<file path="src/rtl/cla_seq_adder.sv">
// cla_seq_adder: multi-cycle add/sub walking one SLICE-bit
// carry-lookahead slice across the operands, LSB slice first.
module cla_seq_adder #(
  parameter int WIDTH = 16,
  parameter int SLICE = 2
) (
  input  logic             clk,
  input  logic             rst,
  input  logic             start_valid,
  output logic             start_ready,
  input  logic [WIDTH-1:0] a,
  input  logic [WIDTH-1:0] b,
  input  logic             c_in,
  input  logic             sub,
  output logic             res_valid,
  input  logic             res_ready,
  output logic [WIDTH-1:0] sum,
  output logic             c_out,
  output logic             ovf,
  output logic             P,
  output logic             G
);

  localparam int K  = WIDTH / SLICE;
  localparam int KW = (K > 1) ? $clog2(K) : 1;

  typedef enum logic [1:0] {
    IDLE,
    RUN,
    DONE
  } state_t;

  state_t state;
  state_t state_nx;

  logic [WIDTH-1:0] a_q;
  logic [WIDTH-1:0] b_q;
  logic [KW-1:0]    k;
  logic             carry;
  logic             last;
  int               idx;

  logic [SLICE-1:0] sp;
  logic [SLICE-1:0] sg;
  logic [SLICE-1:0] sc;
  logic [SLICE-1:0] cv;
  logic [SLICE-1:0] ss;
  logic             pg;
  logic             gg;

  assign last        = (k == KW'(K - 1));
  assign idx         = int'(k) * SLICE;
  assign start_ready = (state == IDLE);
  assign res_valid   = (state == DONE);

  // One lookahead slice: carries, sum bits and slice P/G terms.
  always_comb begin
    logic cr;
    logic gr;
    sp = a_q[idx +: SLICE] ^ b_q[idx +: SLICE];
    sg = a_q[idx +: SLICE] & b_q[idx +: SLICE];
    sc = '0;
    cv = '0;
    cr = carry;
    gr = 1'b0;
    for (int i = 0; i < SLICE; i++) begin
      cv[i] = cr;
      sc[i] = sg[i] | (sp[i] & cr);
      cr    = sc[i];
      gr    = sg[i] | (sp[i] & gr);
    end
    ss = sp ^ cv;
    pg = &sp;
    gg = gr;
  end

  // State register.
  always_ff @(posedge clk) begin
    if (rst) state <= IDLE;
    else     state <= state_nx;
  end

  // Next-state: accept in IDLE, K slices in RUN, handshake in DONE.
  always_comb begin
    state_nx = state;
    unique case (state)
      IDLE:    if (start_valid) state_nx = RUN;
      RUN:     if (last)        state_nx = DONE;
      DONE:    if (res_ready)   state_nx = IDLE;
      default: state_nx = IDLE;
    endcase
  end

  // Datapath: operand capture, slice walk, result hold.
  always_ff @(posedge clk) begin
    if (rst) begin
      a_q   <= '0;
      b_q   <= '0;
      k     <= '0;
      carry <= 1'b0;
      sum   <= '0;
      c_out <= 1'b0;
      ovf   <= 1'b0;
      P     <= 1'b0;
      G     <= 1'b0;
    end else begin
      unique case (state)
        IDLE: begin
          if (start_valid) begin
            a_q   <= a;
            b_q   <= sub ? ~b : b;
            carry <= sub ? 1'b1 : c_in;
            k     <= '0;
            sum   <= '0;
            P     <= 1'b1;
            G     <= 1'b0;
          end
        end
        RUN: begin
          sum[idx +: SLICE] <= ss;
          carry <= sc[SLICE-1];
          P     <= P & pg;
          G     <= gg | (pg & G);
          if (last) begin
            c_out <= sc[SLICE-1];
            ovf   <= cv[SLICE-1] ^ sc[SLICE-1];
          end else begin
            k <= k + 1'b1;
          end
        end
        DONE: ;
        default: ;
      endcase
    end
  end

endmodule
</file>
<file path="config.mk">
export PLATFORM = sky130hd
export DESIGN_NAME = cla_seq_adder
export DESIGN_NICKNAME = d
export VERILOG_FILES = /design/src/rtl/cla_seq_adder.sv
export SDC_FILE = /design/constraint.sdc
export NUM_CORES = 1
export LEC_CHECK = 0
export ABC_CLOCK_PERIOD_IN_PS = 2800
export BUFFER_PORTS_ARGS = -buffer_cell sky130_fd_sc_hd__buf_2
export CORE_MARGIN = 8
export CORE_UTILIZATION = 49
export CTS_BUF_LIST = sky130_fd_sc_hd__clkbuf_4 sky130_fd_sc_hd__clkbuf_8 sky130_fd_sc_hd__clkbuf_16
export CTS_CLUSTER_SIZE = 28
export DETAILED_ROUTE_END_ITERATION = 7
export PLACE_DENSITY = 0.76
export SYNTH_ARGS = -nofsm -noshare
export SYNTH_HDL_FRONTEND = slang
export SYNTH_SLANG_ARGS = --single-unit
</file>
<file path="constraint.sdc">
create_clock -name clk -period 2.8 [get_ports clk]
set_input_delay 0.56 -clock clk [delete_from_list [all_inputs] [get_ports clk]]
set_output_delay 0.56 -clock clk [all_outputs]
set_load 0.02 [all_outputs]
</file>
=== Word level (Yosys, flattened, before mapping) ===
Index checks and enable logic that the tools add are counted.

* Input port bits: 38
* Word-level logic and storage cells: 63
* Register bits after elaboration: 58
* Output and inout port bits: 22

* Shifts and indexed selects: 4
* Reductions and logical operators: 8
* Bitwise gates (word level): 14
* Add/subtract/negate cells: 2
* Equality and inequality tests: 7
* Muxes and demuxes: 18

{| class="wikitable"
|+ Operators by type and width
! operator !! number
|-
| 4-bit negation with 33-bit output || 1
|-
| 2-bit by 33-bit variable shift with 16-bit output (first input constant) || 1
|-
| 2-bit by 33-bit indexed part select with 16-bit output || 1
|-
| 16-bit two-way mux || 2
|-
| 16-bit case mux with 2 select lines || 1
|-
| 16-bit by 5-bit indexed part select with 2-bit output || 2
|-
| 16-bit bitwise mux || 1
|-
| 16-bit inverter || 1
|-
| 2-bit AND reduction || 4
|-
| 2-bit two-way mux || 3
|-
| 3-bit two-way mux || 2
|-
| 2-bit inequality test (second input constant) || 3
|-
| 1-bit case mux with 2 select lines || 3
|-
| 2-bit case mux with 3 select lines || 1
|-
| 3-bit case mux with 2 select lines || 1
|-
| 3-bit AND reduction || 2
|-
| 1-bit AND || 5
|-
| 1-bit two-way mux || 4
|-
| 1-bit OR || 4
|-
| 2-bit XOR || 2
|-
| 3-bit by 1-bit adder with 3-bit output (second input constant) || 1
|-
| 3-bit equality test (second input constant) || 1
|-
| 2-bit AND || 1
|-
| 2-bit by 1-bit equality test with 1-bit output (second input constant) || 1
|-
| other kinds (5) || 5
|}

=== Longest topological paths before layout ===
Gate-level depths: netlist of run 1.

* Depth after elaboration: 8
* Mapped depth: 10
* Depth with buffers taken out: 9

=== Worst setup path before layout of run 1 ===
No wires, ideal clock.

* Path kind: register to register
* Start: register k[0]
* End: register sum[13]
* Period minus slack after synthesis: 2,766 ps
* Data required time: 2,728 ps
* Setup time: 72 ps
* Arrival time: 2,694 ps
* Path buffers: 1
* Stages on the path, launching flop included: 11
* Path slack: 34 ps
* Cell sequence: dfxtp_1 buf_4 mux4_2 nand2_1 nand2_1 fa_1 inv_1 fa_1 nor2_1 nand4_1 mux2i_1

* Cells in the longest elaborated chain, start to end: 8
* Elaborated cells on any way between the ends: 12
* Those cells by class: 1 x add/sub; 4 x shift; 2 x mux; 5 x bitwise

{| class="wikitable"
|+ RTL lines
! element !! line !! RTL
|-
| from (decl) || 38 || <nowiki>logic [KW-1:0] k;</nowiki>
|-
| from (signal assigned) || 128 || <nowiki>k <= k + 1'b1;</nowiki>
|-
| 16-bit by 5-bit indexed part select with 2-bit output || 60, 61 ||
|-
| 2-bit XOR || 60 || <nowiki>sp = a_q[idx +: SLICE] ^ b_q[idx +: SLICE];</nowiki>
|-
| 1-bit AND || 68 || <nowiki>sc[i] = sg[i] | (sp[i] & cr);</nowiki>
|-
| 1-bit OR || 68 ||
|-
| 2-bit XOR || 72 || <nowiki>ss = sp ^ cv;</nowiki>
|-
| 2-bit by 33-bit indexed part select with 16-bit output || 120 || <nowiki>sum[idx +: SLICE] <= ss;</nowiki>
|-
| 16-bit bitwise mux (*) || 120 ||
|-
| 16-bit case mux with 2 select lines (*) || 107 || <nowiki>unique case (state)</nowiki>
|-
| to (signal, indexed assignment) || 120 ||
|-
| to (decl) || 17 || <nowiki>output logic [WIDTH-1:0] sum,</nowiki>
|}

Every way passes the cells marked *; elsewhere a longest branch is shown, timed or not.
A chain may end at the register's enable or synchronous reset.

=== Worst setup path after layout of run 1 ===
* Start: register k[0]
* End: register sum[7]

The elaborated chain is that of the path after synthesis.

==> flow_metrics.tcl, run 1 <==
set metrics [dict create \
    worstPathArrival_ns 2.90 \
    synth-simple-area-share_pct 21.0 \
    leading_register_cell_type_out_of_synthesis "dfxtp_1" \
    slew_viol_final 0 \
    floorplan.rows 28 \
    sequentialPowerShare_pct 45.1 \
    upper_clock_frequency_limit_ghz 0.378 \
    finClkSkew_ns 0.00941 \
    vias 2378 \
    net_count_synth 358 \
    fp.dieArea_um2 8530 \
    power_density_nw_per_um2 580 \
    finalSetupViolations 0 \
    grt_start_max_net_pins 50 \
    finish.net_count 416 \
    seq_area_um2 1170 \
    die_width_um 92.4 \
    wirelength_um 6520 \
    yosys.cell_count.top_type "dfxtp_1" \
    synth-xor-area-share_pct 5.21 \
    finalWorstPathRequiredPeriod_ns 2.65 \
    post_synth_fa_ha_maj_area_fraction_pct 5.34 \
    placement.io_buffers 59 \
    worst_pin_slew_ns 0.701 \
    syn-instance-count 309 \
    cap_viol_max_count 0 \
    cts_inserted_buffers 9 \
    syn_area_um2 2860 \
    timing_worst_setup_path_type "flip-flop to flip-flop" \
    num-fill-cells 545 \
    synth-compound-area-share_pct 11.0 \
    yosys-top-cells-count "dfxtp_1 (58), nand2_1 (47), a21oi_1 (24), nor2_1 (20), nand3_1 (19)" \
    initial_antenna_violation_count 0 \
    synth_mux_area_share_pct 12.1 \
    remaining_drc_errors 0 \
    n_antenna_cell 0 \
    netSwitchingPower_uw 505 \
    critPathMaxFanout 7 \
    comb_power_share_pct 14.3 \
    routedWlPerCell_um 14.6 \
    synth-edff-count 0 \
    synth.ff_latch_count 58 \
    worstSetupEndpointType "flip-flop" \
    rsz0062_at_grt "no" \
    die_y_um 92.4 \
    start_kind "flip-flop" \
    seq_area_frac_synth_pct 40.6 \
    power_leakage_uw 0.00147 \
    clock-sinks 58 \
    synth_cell_type_count 40 \
    post_layout_nonfiller_instances 447 \
    hold_path_class "flip-flop to flip-flop" \
    internal-power_uw 1490 \
    hpwlAfterDp_um 4680 \
    status "completed" \
    postSynth.asyncResetShare_pct 0 \
    post_drt_via_cell_ratio 5.32 \
    switching_share_pct 25.3 \
    starting_density_pct 49.4 \
    drtIter0Drc 154 \
    1st_pass_router_iterations 4 \
    synth_top_area_cell "dfxtp_1" \
    synthesis.area_per_instance_um2 9.24 \
    path_clk_slew_ns 0.07 \
    synth.top_cell.area_share_pct 40.6 \
    multi_input_comb_area_um2 1570 \
    tritoncts_clock_tree "yes" \
    antenna_left 0 \
    globalRoute.totalOverflow 0 \
    worst_ep_required_time_ns 3.05 \
    cts_setup_buffers 0 \
    placed_cells_incl_taps 431 \
    grtUsageTotal_pct 15.8 \
    period_share_pct 94.6 \
    drive_above_1_share_pct 28.5 \
    cts-root-buf "clkbuf_8" \
    final_hold_viol_count 0 \
    synth_top_family_by_area "simple AND/OR/NAND/NOR gates" \
    relSlewSlack_pct 53.2 \
    clkPwrFrac_pct 40.6 \
    synth_area_leaders "dfxtp_1 (41%), mux4_2 (6.3%), nand2_1 (6.2%), xnor2_1 (5.2%), a211oi_1 (4.5%)" \
    synth-warning-count 0 \
    area_delta_synth_final_pct 20.3 \
    number_of_top_level_pins 60 \
    area_of_the_core_region_um2 5780 \
    place.gp.congestion 0.871 \
    clkLatencyLatePin_ns 0.34 \
    first_pass_grt_wire_length_um 11000 \
    htreeDepth 3 \
    number_of_global_route_vias_before_repair 2398 \
    vdd.ir_drop.worst_mv 0.316 \
    cts_max_path_buffers 2 \
    finalCoreUtilization_pct 59.4 \
]
-- kinds of logic (layout without fill, tap and decap cells) --
logic type / count (synthesis) / after routing
AOI/OAI and AO/OA: 50 / 50
xor gates and xnor gates: 17 / 17
adders and majority gates: 11 / 11
buffers and inverters: 28 / 91
DFF: 58 / 58
muxes: 24 / 24
and+or+nand+nor: 121 / 121
-- critical path, cell delays in order, from the launching register on --
cell,delay (ns)
dfxtp_4,0.41
mux4_2,0.51
nand2_1,0.08
nand2_1,0.08
fa_1,0.43
inv_1,0.09
fa_1,0.43
nor2_2,0.20
nand3_1,0.14
mux2i_1,0.18
-- power by group through the flow --
stage,sequential (uW),combinational [uW],clock [uW]
after CTS,899,285,821
after detailed placement,917,282,0
after global routing,904,319,864
after global placement,916,274,0
final,899,286,809
after floorplan,908,208,0
-- per-stage QoR --
stage               TNS (ns)  setup slack [ns]  power (uW)  cell area (um2)  hold slack, ns
floorplan                  0            0.0339        1120             2860           0.433
global placement           0            0.0690        1190             3220           0.439
detailed placement   -0.0298           -0.0152        1200             3220           0.447
CTS                        0            0.0238        2000             3430           0.443
global route               0           0.00385        2090             3440           0.460
finish                     0             0.152        1990             3440           0.454
-- final cells by class --
type | count | area share, %
clock buffer | 14 | 5.06
inverter | 5 | 0.546
tap | 75 | 2.73
clock inverter | 2 | 1.02
timing repair buffer | 70 | 11.0
multi-input combinational | 223 | 45.7
sequential | 58 | 33.9
-- worst paths after layout --
kind	startpoint	endpoint	slack, ns	cells past startpoint
max	k[0]	sum[7]	0.15	9
min	a_q[3]	a_q[3]	0.45	2
max reg2reg	k[0]	sum[7]	0.15	9
min reg2reg	a_q[3]	a_q[3]	0.45	2
-- flip-flops by register name, indices dropped and copies added (netlist names), 2 cells and up --
signal,count
a_q,16
b_q,16
k,3
state,2
sum,16
-- cell usage in the layout (no fill, tap or decap), drive strengths merged, types with 2 or more instances in the layout --
cell type   n
buf        70
dfxtp      58
nand2      47
a21oi      24
nor2       20
nand3      19
xnor2      17
a211oi     17
clkbuf     14
mux2i      11
ha          9
mux4        8
and3        6
inv         5
nor2b       5
mux2        5
and2        4
nand4       3
nand3b      3
o21ai       3
nor3b       3
nor3        2
and4b       2
nor4b       2
nand2b      2
fa          2
or3b        2
-- per-layer routing --
| layer | global-route usage [%] | routed length, um | up-vias |
|---|---|---|---|
| li1 | - | - | 1197 |
| met4 | 7.11 | 99 | 0 |
| met1 | 19.5 | 2990 | 1103 |
| met5 | 0 | 0 | - |
| met3 | 5.50 | 406 | 10 |
| met2 | 24.3 | 3020 | 68 |
-- timing repair --
item / CTS / global route
endpoints found under the setup margin: 4 / 5
resized for setup: 1 / 3
hold buffers: 0 / 0
pin swaps: 0 / 0
hold endpoints to repair: 0 / 0
Power figures use the tool's default switching activity.
==> run 2: changes to the inputs <==
--- a/config.mk
+++ b/config.mk
@@ -15,2 +15,3 @@
 export PLACE_DENSITY = 0.76
+export SETUP_SLACK_MARGIN = 0.1
 export SYNTH_ARGS = -nofsm -noshare
==> constraint.sdc (replaced) <==
create_clock -name clk -period 2.8 [get_ports clk]
set_input_delay 0.14 -clock clk [delete_from_list [all_inputs] [get_ports clk]]
set_output_delay 0.14 -clock clk [all_outputs]
set_load 0.02 [all_outputs]
==> run 2 against run 1 <==
Against the previous run:
- clock-buffer cell count fell by 2
- critical path type unchanged
- critical path depth unchanged
- cell count shrank 0.22%
- total power decreased by 0.55%
- maximum frequency increased by 3.5%
- register-to-register slack better by 0.09 ns
==> flow_metrics.tcl, run 2 (synthesized netlist as in run 1, its figures left out) <==
set metrics [dict create \
    cts-root-buf "clkbuf_8" \
    vdd.ir_drop.worst_mv 0.381 \
    most-common-layout-cells "buf_2 (59), dfxtp_1 (56), nand2_1 (47)" \
    die_width_um 92.4 \
    hpwlAfterDp_um 4680 \
    critical_path.reg2reg.endpoint "sum[13]" \
    clkLatencyLatePin_ns 0.34 \
    period_share_pct 91.3 \
    crit_path_top_delay_cell "mux4_2" \
    power_density_nw_per_um2 578 \
    first_pass_grt_wire_length_um 10600 \
    post_layout_nonfiller_instances 446 \
    power_leakage_uw 0.00145 \
    largest_registers "a_q (16), b_q (16), sum (16)" \
    path_clk_slew_ns 0.07 \
    number_of_global_route_vias_before_repair 2335 \
    timing_worst_setup_path_type "flip-flop to flip-flop" \
    vias 2343 \
    post_drt_via_cell_ratio 5.25 \
    drtIter0Drc 80 \
    fp.dieArea_um2 8530 \
    initial_antenna_violation_count 0 \
    starting_density_pct 49.4 \
    placed_cell_area_um2 3200 \
    worstPathArrival_ns 2.83 \
    floorplan.rows 28 \
    globalRoute.totalOverflow 0 \
    worstSetupEndpointType "flip-flop" \
    antenna_left 0 \
    wirelength_um 6360 \
    hold_path_startpoint "a[7]" \
    layout_commonest_cell "buf_2" \
    comb_power_share_pct 14.3 \
    critPathMaxFanout 6 \
    cts_max_path_buffers 2 \
    tritoncts_clock_tree "yes" \
    place.gp.congestion 0.823 \
    clkPwrFrac_pct 40.4 \
    number_of_top_level_pins 60 \
    worst_ep_required_time_ns 3.08 \
    sequentialPowerShare_pct 45.3 \
    path_delay_family "adder cells" \
    htreeDepth 3 \
    placement.io_buffers 59 \
    r2r_slack_ns 0.24 \
    area_of_the_core_region_um2 5780 \
    slew_viol_final 0 \
    worst_pin_slew_ns 0.771 \
    cap_viol_max_count 0 \
    fin_area_um2 3430 \
    finClkSkew_ns 0.00746 \
    rsz0062_at_grt "no" \
    routedWlPerCell_um 14.2 \
    1st_pass_router_iterations 4 \
    cts_inserted_buffers 9 \
    start_kind "flip-flop" \
    relSlewSlack_pct 47.9 \
    hold_end "a_q[7]" \
    remaining_drc_errors 0 \
    area_delta_synth_final_pct 20.0 \
    worstPathCellList "mux4_2 > nand2_1 > nand2_1 > fa_1 > inv_1 > fa_1 > nor2_2 > nand4_1 > mux2i_1" \
    placed_cells_incl_taps 428 \
    r2r_start "k[0]" \
    clock-sinks 58 \
    finalSetupViolations 0 \
    finalWorstPathRequiredPeriod_ns 2.56 \
    die_y_um 92.4 \
    grtUsageTotal_pct 15.3 \
    grt_start_max_net_pins 50 \
    upper_clock_frequency_limit_ghz 0.391 \
    fin_tns_setup_ns 0 \
    critical-path-max-stage-delay_ns 0.50 \
    status "completed" \
    drive_above_1_share_pct 28.3 \
    internal-power_uw 1470 \
    finish.net_count 415 \
    timing.reg2reg.worst_path_depth 9 \
    hold_path_class "input pin to flip-flop" \
    netSwitchingPower_uw 514 \
    switching_share_pct 26.0 \
    number_of_cells_on_the_worst_hold_path 3 \
    n_antenna_cell 0 \
    critical_path_buf_inv_count 1 \
    final_hold_viol_count 0 \
]
run 2: cell types whose count changed in the layout (fill, tap and decap cells not counted), sizes merged:
cell / change
buf: -1
clkbuf: -2
clkinvlp: +2
run 2: stage by stage:
step	hold WS (ns)	worst slack, ns	utilization, %	power (uW)
global placement	0.382	0.173	55.3	1190
detailed placement	0.390	0.109	55.3	1200
global route	0.0342	0.117	59.3	2070
finish	0.0321	0.243	59.3	1980
CTS	0.0245	0.147	59.0	1990
floorplan	0.276	0.136	-	1120
run 2: worst register-to-register path, stage by stage, from the launching register on:
cell	delay (ns)
dfxtp_4	0.40
mux4_2	0.50
nand2_1	0.08
nand2_1	0.09
fa_1	0.43
inv_1	0.09
fa_1	0.45
nor2_2	0.16
nand4_1	0.14
mux2i_1	0.17
run 2: per-layer routing:
metal	up-vias	track usage [%]	routed length, um
met5	-	0	0
met4	0	6.71	89
met3	11	5.10	360
met2	59	25.0	3090
met1	1079	17.8	2820
li1	1194	-	-
run 2: cell type report:
class | count | area (um2)
inverter | 5 | 18.8
clock inverter | 4 | 50.0
timing repair buffer | 69 | 370
tap | 75 | 93.8
clock buffer | 12 | 159
multi-input combinational | 223 | 1570
fill | 524 | 2350
sequential | 58 | 1170
run 2: what timing repair did:
action                     in CTS  in global routing
buffers inserted                0                  2
gates resized for setup         1                  2
setup endpoints to repair       2                  4
hold endpoints to repair        0                  0
hold buffers                    0                  0
pin swaps                       0                  1
run 2: worst max path at each step:
stage	slack, ns	cells after the start	from	to
floorplan	0.14	10	k[0]	sum[13]
global placement	0.17	9	k[0]	sum[13]
detailed placement	0.11	9	k[0]	sum[13]
CTS	0.15	9	k[0]	sum[13]
global route	0.12	9	k[0]	sum[13]
finish	0.24	9	k[0]	sum[13]
run 2: power groups by stage:
| stage | registers [uW] | clock network [uW] | logic [uW] |
|---|---|---|---|
| floorplan | 908 | 0 | 208 |
| global placement | 917 | 0 | 273 |
| detailed placement | 918 | 0 | 278 |
| CTS | 900 | 815 | 280 |
| global route | 904 | 857 | 313 |
| finish | 898 | 800 | 283 |
==> run 3: changes to the inputs <==
--- a/config.mk
+++ b/config.mk
@@ -9,3 +9,4 @@
 export BUFFER_PORTS_ARGS = -buffer_cell sky130_fd_sc_hd__buf_2
-export CORE_MARGIN = 8
+export CORE_ASPECT_RATIO = 1.25
+export CORE_MARGIN = 2
 export CORE_UTILIZATION = 49
--- a/constraint.sdc
+++ b/constraint.sdc
@@ -3,2 +3,2 @@
 set_output_delay 0.14 -clock clk [all_outputs]
-set_load 0.02 [all_outputs]
+set_load 0.05 [all_outputs]
==> run 3 against run 2 <==
Against the previous run:
- routed wire length down 4.0%
- combinational power up 7%
- non-clock buffer count up 1
- critical path depth unchanged
- flip-flop and latch count unchanged
- clock skew down 0.0030 ns
- largest cell class unchanged
- first-iteration DRC count up 90%
- via count up 0.51%
- sequential power about the same
==> flow_metrics.tcl, run 3 (synthesized netlist as in run 1, its figures left out) <==
set metrics [dict create \
    status "completed" \
    routedWlPerCell_um 14.0 \
    critPathMaxFanout 6 \
    clkLatencyLatePin_ns 0.33 \
    netSwitchingPower_uw 501 \
    start_kind "flip-flop" \
    layout_commonest_cell "buf_2" \
    hpwlAfterDp_um 4420 \
    1st_pass_router_iterations 4 \
    drtIter0Drc 152 \
    relSlewSlack_pct 41.6 \
    cts-root-buf "clkbuf_8" \
    n_antenna_cell 0 \
    largest_registers "a_q (16), b_q (16), sum (16)" \
    drive_above_1_share_pct 28.6 \
    slew_viol_final 0 \
    initial_antenna_violation_count 0 \
    starting_density_pct 50.1 \
    fp.dieArea_um2 6460 \
    worst_ep_required_time_ns 3.06 \
    place.gp.congestion 0.808 \
    critPathMostFrequentCell "nand2_1" \
    worstPathCellList "mux4_2 > nand2_1 > nand2_1 > fa_1 > inv_1 > fa_2 > nor2_4 > nand4_1 > mux2i_1" \
    critical-path-max-stage-delay_ns 0.50 \
    htreeDepth 3 \
    path_clk_slew_ns 0.06 \
    internal-power_uw 1450 \
    die_width_um 72.3 \
    sequentialPowerShare_pct 46.0 \
    number_of_top_level_pins 60 \
    clkPwrFrac_pct 38.5 \
    floorplan.rows 31 \
    worstSetupEndpointType "flip-flop" \
    vdd.ir_drop.worst_mv 0.310 \
    totalPowerFinal_uw 1950 \
    most-common-layout-cells "buf_2 (59), dfxtp_1 (56), nand2_1 (47)" \
    upper_clock_frequency_limit_ghz 0.386 \
    switching_share_pct 25.7 \
    finish.net_count 416 \
    grtUsageTotal_pct 20.8 \
    area_delta_synth_final_pct 19.5 \
    number_of_global_route_vias_before_repair 2298 \
    comb_power_share_pct 15.5 \
    holdWs_ns 0.0437 \
    cts_inserted_buffers 9 \
    power_leakage_uw 0.00146 \
    area_of_the_core_region_um2 5700 \
    finalCoreUtilization_pct 59.9 \
    grt_start_max_net_pins 50 \
    globalRoute.totalOverflow 0 \
    final_hold_viol_count 0 \
    die_y_um 89.4 \
    crit_path_top_delay_cell "mux4_2" \
    finClkSkew_ns 0.00447 \
    first_pass_grt_wire_length_um 10300 \
    remaining_drc_errors 0 \
    power_density_nw_per_um2 572 \
    finalSetupViolations 0 \
    tritoncts_clock_tree "yes" \
    clock-sinks 58 \
    worst_pin_slew_ns 0.876 \
    wirelength_um 6100 \
    placement.io_buffers 59 \
    period_share_pct 92.4 \
    antenna_left 0 \
    post_drt_via_cell_ratio 5.39 \
    hold_path_class "input pin to flip-flop" \
    timing_worst_setup_path_type "flip-flop to flip-flop" \
    worstPathArrival_ns 2.85 \
    rsz0062_at_grt "no" \
    cts_max_path_buffers 2 \
    cap_viol_max_count 0 \
    finalWorstPathRequiredPeriod_ns 2.59 \
    vias 2355 \
]
run 3: through the flow:
step           cell area, um2  worst slack, ns  setup TNS [ns]  cells
2_1_floorplan            2860            0.136               0    309
3_3_place_gp             3180           0.0683               0    418
3_5_place_dp             3180          -0.0139         -0.0139    418
4_1_cts                  3380            0.122               0    433
5_1_grt                  3410            0.112               0    437
6_report                 3410            0.212               0    437
run 3: final cells by class:
type,instances,area [um2]
clock buffer,12,153
clock inverter,3,40.0
fill,512,2290
inverter,5,18.8
multi-input combinational,223,1580
sequential,58,1170
tap,66,82.6
timing repair buffer,70,375
run 3: metal layers:
metal / up-vias / wire, um / track usage [%]
met3: 7 / 286 / 5.07
met2: 58 / 3080 / 36.4
met4: 0 / 91 / 8.23
met1: 1090 / 2650 / 24.5
met5: - / 0 / 0
li1: 1200 / - / -
run 3: worst max-delay path: cells and delay by family, from the launching register on:
kind	cells	cell delay [ns]
fa+ha+maj	2	0.89
simple gates	4	0.45
flops	1	0.40
mux	2	0.69
buf+inv	1	0.09
run 3: worst paths after layout:
check | from | to | slack, ns | cells past startpoint
min reg2reg | a_q[13] | a_q[13] | 0.45 | 2
max | k[0] | sum[13] | 0.21 | 9
min | a[0] | a_q[0] | 0.04 | 3
max reg2reg | k[0] | sum[13] | 0.21 | 9
run 3: what timing repair did:
action,CTS,global route
buffers inserted,0,4
hold buffers,0,0
endpoints found under the setup margin,5,6
pin swaps,0,1
gates resized for setup,3,2
gates cloned,0,0
run 3: power groups by stage:
stage | Combinational, uW | Clock (uW) | Sequential, uW
final | 302 | 752 | 899
after global routing | 340 | 802 | 904
after CTS | 293 | 764 | 902
after detailed placement | 286 | 0 | 920
after global placement | 282 | 0 | 918
after floorplan | 211 | 0 | 916
